--- src/rtl/l2_config_and_types.sv ---
// rtl/l2_config_and_types.sv - shared L2 configuration constants and types
package l2_config_and_types;

    localparam int L2_NUM_PORTS = 4;
    localparam int L2_ADDR_W    = 30;
    localparam int L2_DATA_W    = 32;
    localparam int L2_BURST_W   = 5;

    // A single port still needs a 1-bit id field; its value is always 0.
    function automatic int l2_id_width(input int n);
        return (n > 1) ? $clog2(n) : 1;
    endfunction

    localparam int L2_ID_W = l2_id_width(L2_NUM_PORTS);

    typedef struct packed {
        logic [L2_ADDR_W-1:0]  addr;
        logic                  rnw;
        logic [L2_BURST_W-1:0] len;
    } l2_req_fields_t;

    typedef enum logic [0:0] {
        L2_SEL_IDLE = 1'b0,
        L2_SEL_DATA = 1'b1
    } l2_sel_state_t;

endpackage

--- src/rtl/l2_arbitration_interface.sv ---
// rtl/l2_arbitration_interface.sv - request/grant/strobe link to the L2 round-robin arbiter
interface l2_arbitration_interface
    import l2_config_and_types::*;
#(
    parameter int NUM_PORTS = L2_NUM_PORTS
);
    localparam int ID_W = l2_id_width(NUM_PORTS);

    logic [NUM_PORTS-1:0] requests;
    logic                 strobe;
    logic [ID_W-1:0]      grantee_i;
    logic [NUM_PORTS-1:0] grantee_v;
    logic                 grantee_valid;

    modport master (
        output requests,
        output strobe,
        input  grantee_i,
        input  grantee_v,
        input  grantee_valid
    );

    modport slave (
        input  requests,
        input  strobe,
        output grantee_i,
        output grantee_v,
        output grantee_valid
    );
endinterface

--- src/rtl/l2_slot_reg.sv ---
// rtl/l2_slot_reg.sv - single-entry valid/ready pipeline register
module l2_slot_reg #(
    parameter int WIDTH = 8
) (
    input  logic             clk,
    input  logic             rst,
    input  logic             in_valid,
    output logic             in_ready,
    input  logic [WIDTH-1:0] in_data,
    output logic             out_valid,
    input  logic             out_ready,
    output logic [WIDTH-1:0] out_data
);
    // Ready while empty or being drained this cycle, so back-to-back loads see no bubble.
    assign in_ready = ~out_valid | out_ready;

    always_ff @(posedge clk) begin
        if (rst) begin
            out_valid <= 1'b0;
            out_data  <= '0;
        end else if (in_valid && in_ready) begin
            out_valid <= 1'b1;
            out_data  <= in_data;
        end else if (out_ready) begin
            out_valid <= 1'b0;
        end
    end
endmodule

--- src/rtl/l2_request_select.sv ---
// rtl/l2_request_select.sv - pops arbiter-granted L2 requests into an output slot and forwards write bursts
module l2_request_select
    import l2_config_and_types::*;
#(
    parameter int   NUM_PORTS = L2_NUM_PORTS,
    parameter int   ADDR_W    = L2_ADDR_W,
    parameter int   DATA_W    = L2_DATA_W,
    parameter int   BURST_W   = L2_BURST_W,
    localparam int  ID_W      = l2_id_width(NUM_PORTS)
) (
    input  logic                              clk,
    input  logic                              rst,
    input  logic [NUM_PORTS-1:0]              req_valid,
    input  logic [NUM_PORTS-1:0][ADDR_W-1:0]  req_addr,
    input  logic [NUM_PORTS-1:0]              req_rnw,
    input  logic [NUM_PORTS-1:0][BURST_W-1:0] req_len,
    output logic [NUM_PORTS-1:0]              req_pop,
    input  logic [NUM_PORTS-1:0]              wd_valid,
    input  logic [NUM_PORTS-1:0][DATA_W-1:0]  wd_data,
    output logic [NUM_PORTS-1:0]              wd_pop,
    l2_arbitration_interface.master           arb,
    output logic                              out_valid,
    input  logic                              out_ready,
    output logic [ADDR_W-1:0]                 out_addr,
    output logic                              out_rnw,
    output logic [BURST_W-1:0]                out_len,
    output logic [ID_W-1:0]                   out_id,
    output logic                              out_wd_valid,
    input  logic                              out_wd_ready,
    output logic [DATA_W-1:0]                 out_wd_data,
    output logic                              out_wd_last
);
    localparam int REQ_W = ADDR_W + 1 + BURST_W + ID_W;
    localparam int WD_W  = DATA_W + 1;

    l2_sel_state_t      state_q, state_d;
    logic [ID_W-1:0]    lock_q, lock_d;
    logic [BURST_W-1:0] count_q, count_d;
    logic [ID_W-1:0]    grant_id;
    logic               accept;
    logic               wd_accept;
    logic               req_slot_ready;
    logic               wd_slot_ready;
    logic [REQ_W-1:0]   req_slot_in;
    logic [REQ_W-1:0]   req_slot_out;
    logic [WD_W-1:0]    wd_slot_in;
    logic [WD_W-1:0]    wd_slot_out;

    assign grant_id     = (NUM_PORTS == 1) ? '0 : arb.grantee_i;
    assign arb.requests = (state_q == L2_SEL_IDLE) ? req_valid : '0;

    // Reset gates the handshakes so nothing is dequeued while the block is held.
    assign accept    = ~rst && (state_q == L2_SEL_IDLE) && arb.grantee_valid && req_slot_ready;
    assign wd_accept = ~rst && (state_q == L2_SEL_DATA) && wd_valid[lock_q] && wd_slot_ready;

    assign arb.strobe = accept;
    assign req_pop    = accept ? arb.grantee_v : '0;

    always_comb begin
        wd_pop = '0;
        if (wd_accept) begin
            wd_pop[lock_q] = 1'b1;
        end
    end

    assign req_slot_in = {req_addr[grant_id], req_rnw[grant_id], req_len[grant_id], grant_id};
    assign wd_slot_in  = {wd_data[lock_q], (count_q == '0)};

    always_comb begin
        state_d = state_q;
        lock_d  = lock_q;
        count_d = count_q;
        unique case (state_q)
            L2_SEL_IDLE: begin
                if (accept && !req_rnw[grant_id]) begin
                    state_d = L2_SEL_DATA;
                    lock_d  = grant_id;
                    count_d = req_len[grant_id];
                end
            end
            L2_SEL_DATA: begin
                if (wd_accept) begin
                    if (count_q == '0) begin
                        state_d = L2_SEL_IDLE;
                    end else begin
                        count_d = count_q - 1'b1;
                    end
                end
            end
            default: state_d = L2_SEL_IDLE;
        endcase
    end

    always_ff @(posedge clk) begin
        if (rst) begin
            state_q <= L2_SEL_IDLE;
            lock_q  <= '0;
            count_q <= '0;
        end else begin
            state_q <= state_d;
            lock_q  <= lock_d;
            count_q <= count_d;
        end
    end

    l2_slot_reg #(.WIDTH(REQ_W)) u_req_slot (
        .clk       (clk),
        .rst       (rst),
        .in_valid  (accept),
        .in_ready  (req_slot_ready),
        .in_data   (req_slot_in),
        .out_valid (out_valid),
        .out_ready (out_ready),
        .out_data  (req_slot_out)
    );

    l2_slot_reg #(.WIDTH(WD_W)) u_wd_slot (
        .clk       (clk),
        .rst       (rst),
        .in_valid  (wd_accept),
        .in_ready  (wd_slot_ready),
        .in_data   (wd_slot_in),
        .out_valid (out_wd_valid),
        .out_ready (out_wd_ready),
        .out_data  (wd_slot_out)
    );

    assign {out_addr, out_rnw, out_len, out_id} = req_slot_out;
    assign {out_wd_data, out_wd_last}           = wd_slot_out;
endmodule

--- src/flat_wrapper.sv ---
// flat-port wrapper written by rule: the top's interface ports become plain ports
module l2_request_select_flat import l2_config_and_types::*;
#(
    parameter int   NUM_PORTS = L2_NUM_PORTS,
    parameter int   ADDR_W    = L2_ADDR_W,
    parameter int   DATA_W    = L2_DATA_W,
    parameter int   BURST_W   = L2_BURST_W,
    localparam int  ID_W      = l2_id_width(NUM_PORTS)
)
  (clk, rst, req_valid, req_addr, req_rnw, req_len, req_pop, wd_valid, wd_data, wd_pop, out_valid, out_ready, out_addr, out_rnw, out_len, out_id, out_wd_valid, out_wd_ready, out_wd_data, out_wd_last, arb_requests, arb_strobe, arb_grantee_i, arb_grantee_v, arb_grantee_valid);
  l2_arbitration_interface #(.NUM_PORTS(NUM_PORTS)) arb_i ();
  input  logic clk;
  input  logic rst;
  input  logic [NUM_PORTS-1:0] req_valid;
  input  logic [NUM_PORTS-1:0][ADDR_W-1:0] req_addr;
  input  logic [NUM_PORTS-1:0] req_rnw;
  input  logic [NUM_PORTS-1:0][BURST_W-1:0] req_len;
  output logic [NUM_PORTS-1:0] req_pop;
  input  logic [NUM_PORTS-1:0] wd_valid;
  input  logic [NUM_PORTS-1:0][DATA_W-1:0] wd_data;
  output logic [NUM_PORTS-1:0] wd_pop;
  output logic out_valid;
  input  logic out_ready;
  output logic [ADDR_W-1:0] out_addr;
  output logic out_rnw;
  output logic [BURST_W-1:0] out_len;
  output logic [ID_W-1:0] out_id;
  output logic out_wd_valid;
  input  logic out_wd_ready;
  output logic [DATA_W-1:0] out_wd_data;
  output logic out_wd_last;
  output wire logic [$bits(arb_i.requests)-1:0] arb_requests;
  output wire logic [$bits(arb_i.strobe)-1:0] arb_strobe;
  input wire logic [$bits(arb_i.grantee_i)-1:0] arb_grantee_i;
  input wire logic [$bits(arb_i.grantee_v)-1:0] arb_grantee_v;
  input wire logic [$bits(arb_i.grantee_valid)-1:0] arb_grantee_valid;
  assign arb_requests = arb_i.requests;
  assign arb_strobe = arb_i.strobe;
  assign arb_i.grantee_i = arb_grantee_i;
  assign arb_i.grantee_v = arb_grantee_v;
  assign arb_i.grantee_valid = arb_grantee_valid;
  l2_request_select #(.NUM_PORTS(NUM_PORTS), .ADDR_W(ADDR_W), .DATA_W(DATA_W), .BURST_W(BURST_W)) u_core (.clk(clk), .rst(rst), .req_valid(req_valid), .req_addr(req_addr), .req_rnw(req_rnw), .req_len(req_len), .req_pop(req_pop), .wd_valid(wd_valid), .wd_data(wd_data), .wd_pop(wd_pop), .arb(arb_i), .out_valid(out_valid), .out_ready(out_ready), .out_addr(out_addr), .out_rnw(out_rnw), .out_len(out_len), .out_id(out_id), .out_wd_valid(out_wd_valid), .out_wd_ready(out_wd_ready), .out_wd_data(out_wd_data), .out_wd_last(out_wd_last));
endmodule
--- config.mk ---
export PLATFORM = sky130hd
export DESIGN_NAME = l2_request_select_flat
export DESIGN_NICKNAME = d
export VERILOG_FILES = /design/src/rtl/l2_config_and_types.sv /design/src/rtl/l2_arbitration_interface.sv /design/src/rtl/l2_slot_reg.sv /design/src/rtl/l2_request_select.sv /design/src/flat_wrapper.sv
export SDC_FILE = /design/constraint.sdc
export NUM_CORES = 1
export LEC_CHECK = 0
export ABC_CLOCK_PERIOD_IN_PS = 2300
export CAP_MARGIN = 20
export CORE_AREA = 3 3 147 149
export DETAILED_ROUTE_END_ITERATION = 8
export DIE_AREA = 0 0 150 152
export HOLD_SLACK_MARGIN = 0.15
export PLACE_DENSITY = 0.6
export SYNTH_ARGS = -nofsm -noshare
export SYNTH_HDL_FRONTEND = slang
export SYNTH_SLANG_ARGS = --single-unit
--- constraint.sdc ---
create_clock -name clk -period 2.3 [get_ports clk]
set_input_delay 0.46 -clock clk [delete_from_list [all_inputs] [get_ports clk]]
set_output_delay 0.46 -clock clk [all_outputs]
set_load 0.05 [all_outputs]
==> results.tsv <==
stage	metric	value	unit
outcome	run status	complete, no violations	
timing	Final Hold Viols	0	
power	Pwr Total	4.828	mW
timing	Slew HR	59.65	%
die	die width	150	microns
timing	Final setup viols	0	
die	I/O pin count	377	
synth	FFs w/ async S/R, synth	0	%
place	dpl cells	1101	
power	Comb pwr share	33.3	%
detailed_routing	Via Count	5225	
critical_path	CP Data Required Time	1.84	ns
timing	Tmin final	2.264	ns
clock_network	Worst-path clk slew	0.06	ns
global_route	vias in the first global route	5433	
clock_network	H-tree depth	3	
die	Core ar.	0.02030	sq mm
power	internal power	3.427	mW
detailed_routing	Pre-antenna DRT Iters	4	
global_route	first-pass GRT wire length	31750	microns
timing	Final period util	98.45	%
clock_network	total CTS buffers	9	
detailed_routing	WL/cell	18.80	microns
flow_run	Max Cap Viol	0	
clock_network	root buf cell	clkbuf_16	
die	Initial Utilization	23.00	%
final_layout	fillcell total	1960	
power	Clk pwr share	35.0	%
global_route	All-Layer GR Usage	18.27	%
timing	Max Freq	0.4416	GHz
global_route	antenna violations before repair	1	
power	Seq pwr share	31.8	%
detailed_routing	1st-iter DRT viols	251	
critical_path	worst path arrival time	1.80	ns
place	port bufs	376	
critical_path	critical path endpoint category	output pin	
final_layout	Post-Layout Cell Count	1121	
timing	Clock Skews	0.005260	ns
synth	Post-Syn Instances	469	
detailed_routing	vias per cell	4.661	
clock_network	latest clock arrival within the worst-skew pair	0.35	ns
global_route	pin count of the biggest net entering global routing	39	
global_route	Congestion Overflow GR	0	
clock_network	clock sink count	81	
power	P_sw	1.402	mW
power	static leakage	3.294	nW
detailed_routing	Total Wirelength	21080	microns
synth	Cell Area, Synth	0.004668	sq mm
power	Net Sw Frac	29.03	%
synth	Yosys reg bits	81	
timing	post-route worst setup slack	0.03564	ns
timing	Pins Over Slew Limit	0	
power	Power Dens Cells	514.7	mW/mm^2
detailed_routing	post-route DRC violation count	0	
die	die area	0.02280	sq mm
detailed_routing	Antenna Nets Post-Route	0	
synth	Synth Warn #	0	
synth	Post-Syn Nets	761	
place	post-DP HPWL	17230	microns
timing	Tightest Pin Transition	0.6034	ns
place	placer congestion estimate	0.9197	
final_layout	Area Overhead vs Synth	101.0	%
min_path	HP Class	flip-flop to flip-flop	
synth	Synth cell types	33	
final_layout	Total Nets Final	1137	
critical_path	Worst Path Max Fanout	5	
clock_network	Max clock buf depth	2	
power	VDD IR max	310.2	uV
critical_path	Worst Setup Start Kind	flip-flop	
synth	top_reg_cell synth	dfxtp_1	
place	pre-CTS setup slack	-0.1997	ns
final_layout	Reg area	0.001627	sq mm
clock_network	CTS tree	yes	
synth	Avg Inst Size Synth	9.954	sq um
critical_path	WS Path Type	flip-flop to output pin	
synth	Post-synth EDFFs	0	
timing	RSZ-0062 raised after global routing	true	
final_layout	share of cells above drive strength 1	17.53	%
die	row cnt	52	
synth	sequential fraction of the synthesis area	34.74	%
die	Die Y-Extent	152	microns
final_layout	area of the multi-input gates	0.002934	sq mm
-- sequential cells by signal, indices dropped and copies added, names as in the netlist --
signal                       cells
u_core.u_req_slot.out_data      38
u_core.u_req_slot.out_valid      1
u_core.u_wd_slot.out_valid       1
u_core.u_wd_slot.out_data       33
u_core.state_q                   1
u_core.lock_q                    2
u_core.count_q                   5
-- repair_timing --
action                     4_1_cts  5_1_grt
hold buffers                     0        0
gates resized for setup          9        2
setup buffers                    1        2
setup endpoints to repair        4        3
pin swaps                        2        0
-- cells in the mapped netlist (all sizes together) (4+ instances only) --
master  count  area, sq um
mux4       68         1531
buf        18        86.33
clkbuf     23        86.33
nor2        7        26.28
nand2     145        544.3
and3        5        31.28
o21ai       7        38.79
inv         5        18.76
dfxtp      81         1622
nor2b       5        31.28
mux2i       4        40.04
a21oi      75        375.4
-- per-layer routing --
| layer | GRT usage (%) | wire length (microns) | up-vias |
|---|---|---|---|
| li1 | - | - | 2455 |
| met1 | 21.64 | 8213 | 2537 |
| met2 | 31.24 | 10850 | 189 |
| met3 | 4.945 | 1322 | 44 |
| met4 | 7.233 | 691 | 0 |
| met5 | 0 | 0 | - |
-- cells in the final DEF (no fill, tap or decap), types with 9 or more instances in the layout --
cell type        instances
clkdlybuf4s50_1        355
buf_12                  14
dfxtp_1                 79
nand2_1                145
clkbuf_16                9
buf_4                   29
a21oi_1                 74
mux4_2                  68
-- cell type report --
class,count,share of cell area (%)
clock inverters,7,1.254
inverters,5,0.2001
multi-input cells,342,31.27
repair buffers,406,43.91
flip-flops and latches,81,17.34
clock buffers,9,2.401
well taps,270,3.601
diodes,1,0.02667
-- critical path, stage by stage (launching register included) --
cell and delay (ns):
dfxtp_4 0.38, mux2i_4 0.20, a2bb2oi_4 0.16, a21o_1 0.20, buf_12 0.15, nor3b_4 0.18
buf_6 0.19
-- power by group through the flow --
stage                     sequential [mW]  clock (mW)  combinational [mW]
final                                1.53        1.69                1.61
after global routing                 1.54        1.79                1.71
after CTS                            1.53        1.74                1.62
after detailed placement             1.57           0                1.61
after global placement               1.56           0                1.60
after floorplan                      1.81           0               0.516
-- cell families after synthesis --
kind of cell               Yosys count  synth area share, %
AOI/OAI and AO/OA                   90                10.88
buffers and inverters               46                4.100
muxes                               73                33.91
adders and majority gates            1               0.2680
and+or+nand+nor                    178                16.11
DFF                                 81                34.74
-- stage by stage --
stage	area, sq um	utilization [%]	hold WS [ns]	TNS, ns
floorplan	4722	-	0.4842	0
global placement	8981	44.24	0.4403	-0.4490
detailed placement	8981	44.24	0.4465	-0.5514
CTS	9351	46.07	0.4552	-0.001750
global route	9382	46.22	0.4645	-0.03353
finish	9382	46.22	0.4514	0
-- final timing paths --
path / slack (ns) / to / depth (start not counted) / startpoint
setup / recovery: 0.04 / wd_pop[2] / 6 / u_core.lock_q[0]$_SDFFE_PP0P_
hold / removal: 0.45 / u_core.u_wd_slot.out_data[7]$_SDFFE_PP0P_ / 2 / u_core.u_wd_slot.out_data[7]$_SDFFE_PP0P_
setup reg to reg: 0.32 / u_core.count_q[2]$_SDFFE_PP0P_ / 7 / u_core.count_q[0]$_SDFFE_PP0P_
hold reg to reg: 0.45 / u_core.u_wd_slot.out_data[7]$_SDFFE_PP0P_ / 2 / u_core.u_wd_slot.out_data[7]$_SDFFE_PP0P_
No activity file was read; power rests on OpenSTA's default activity.
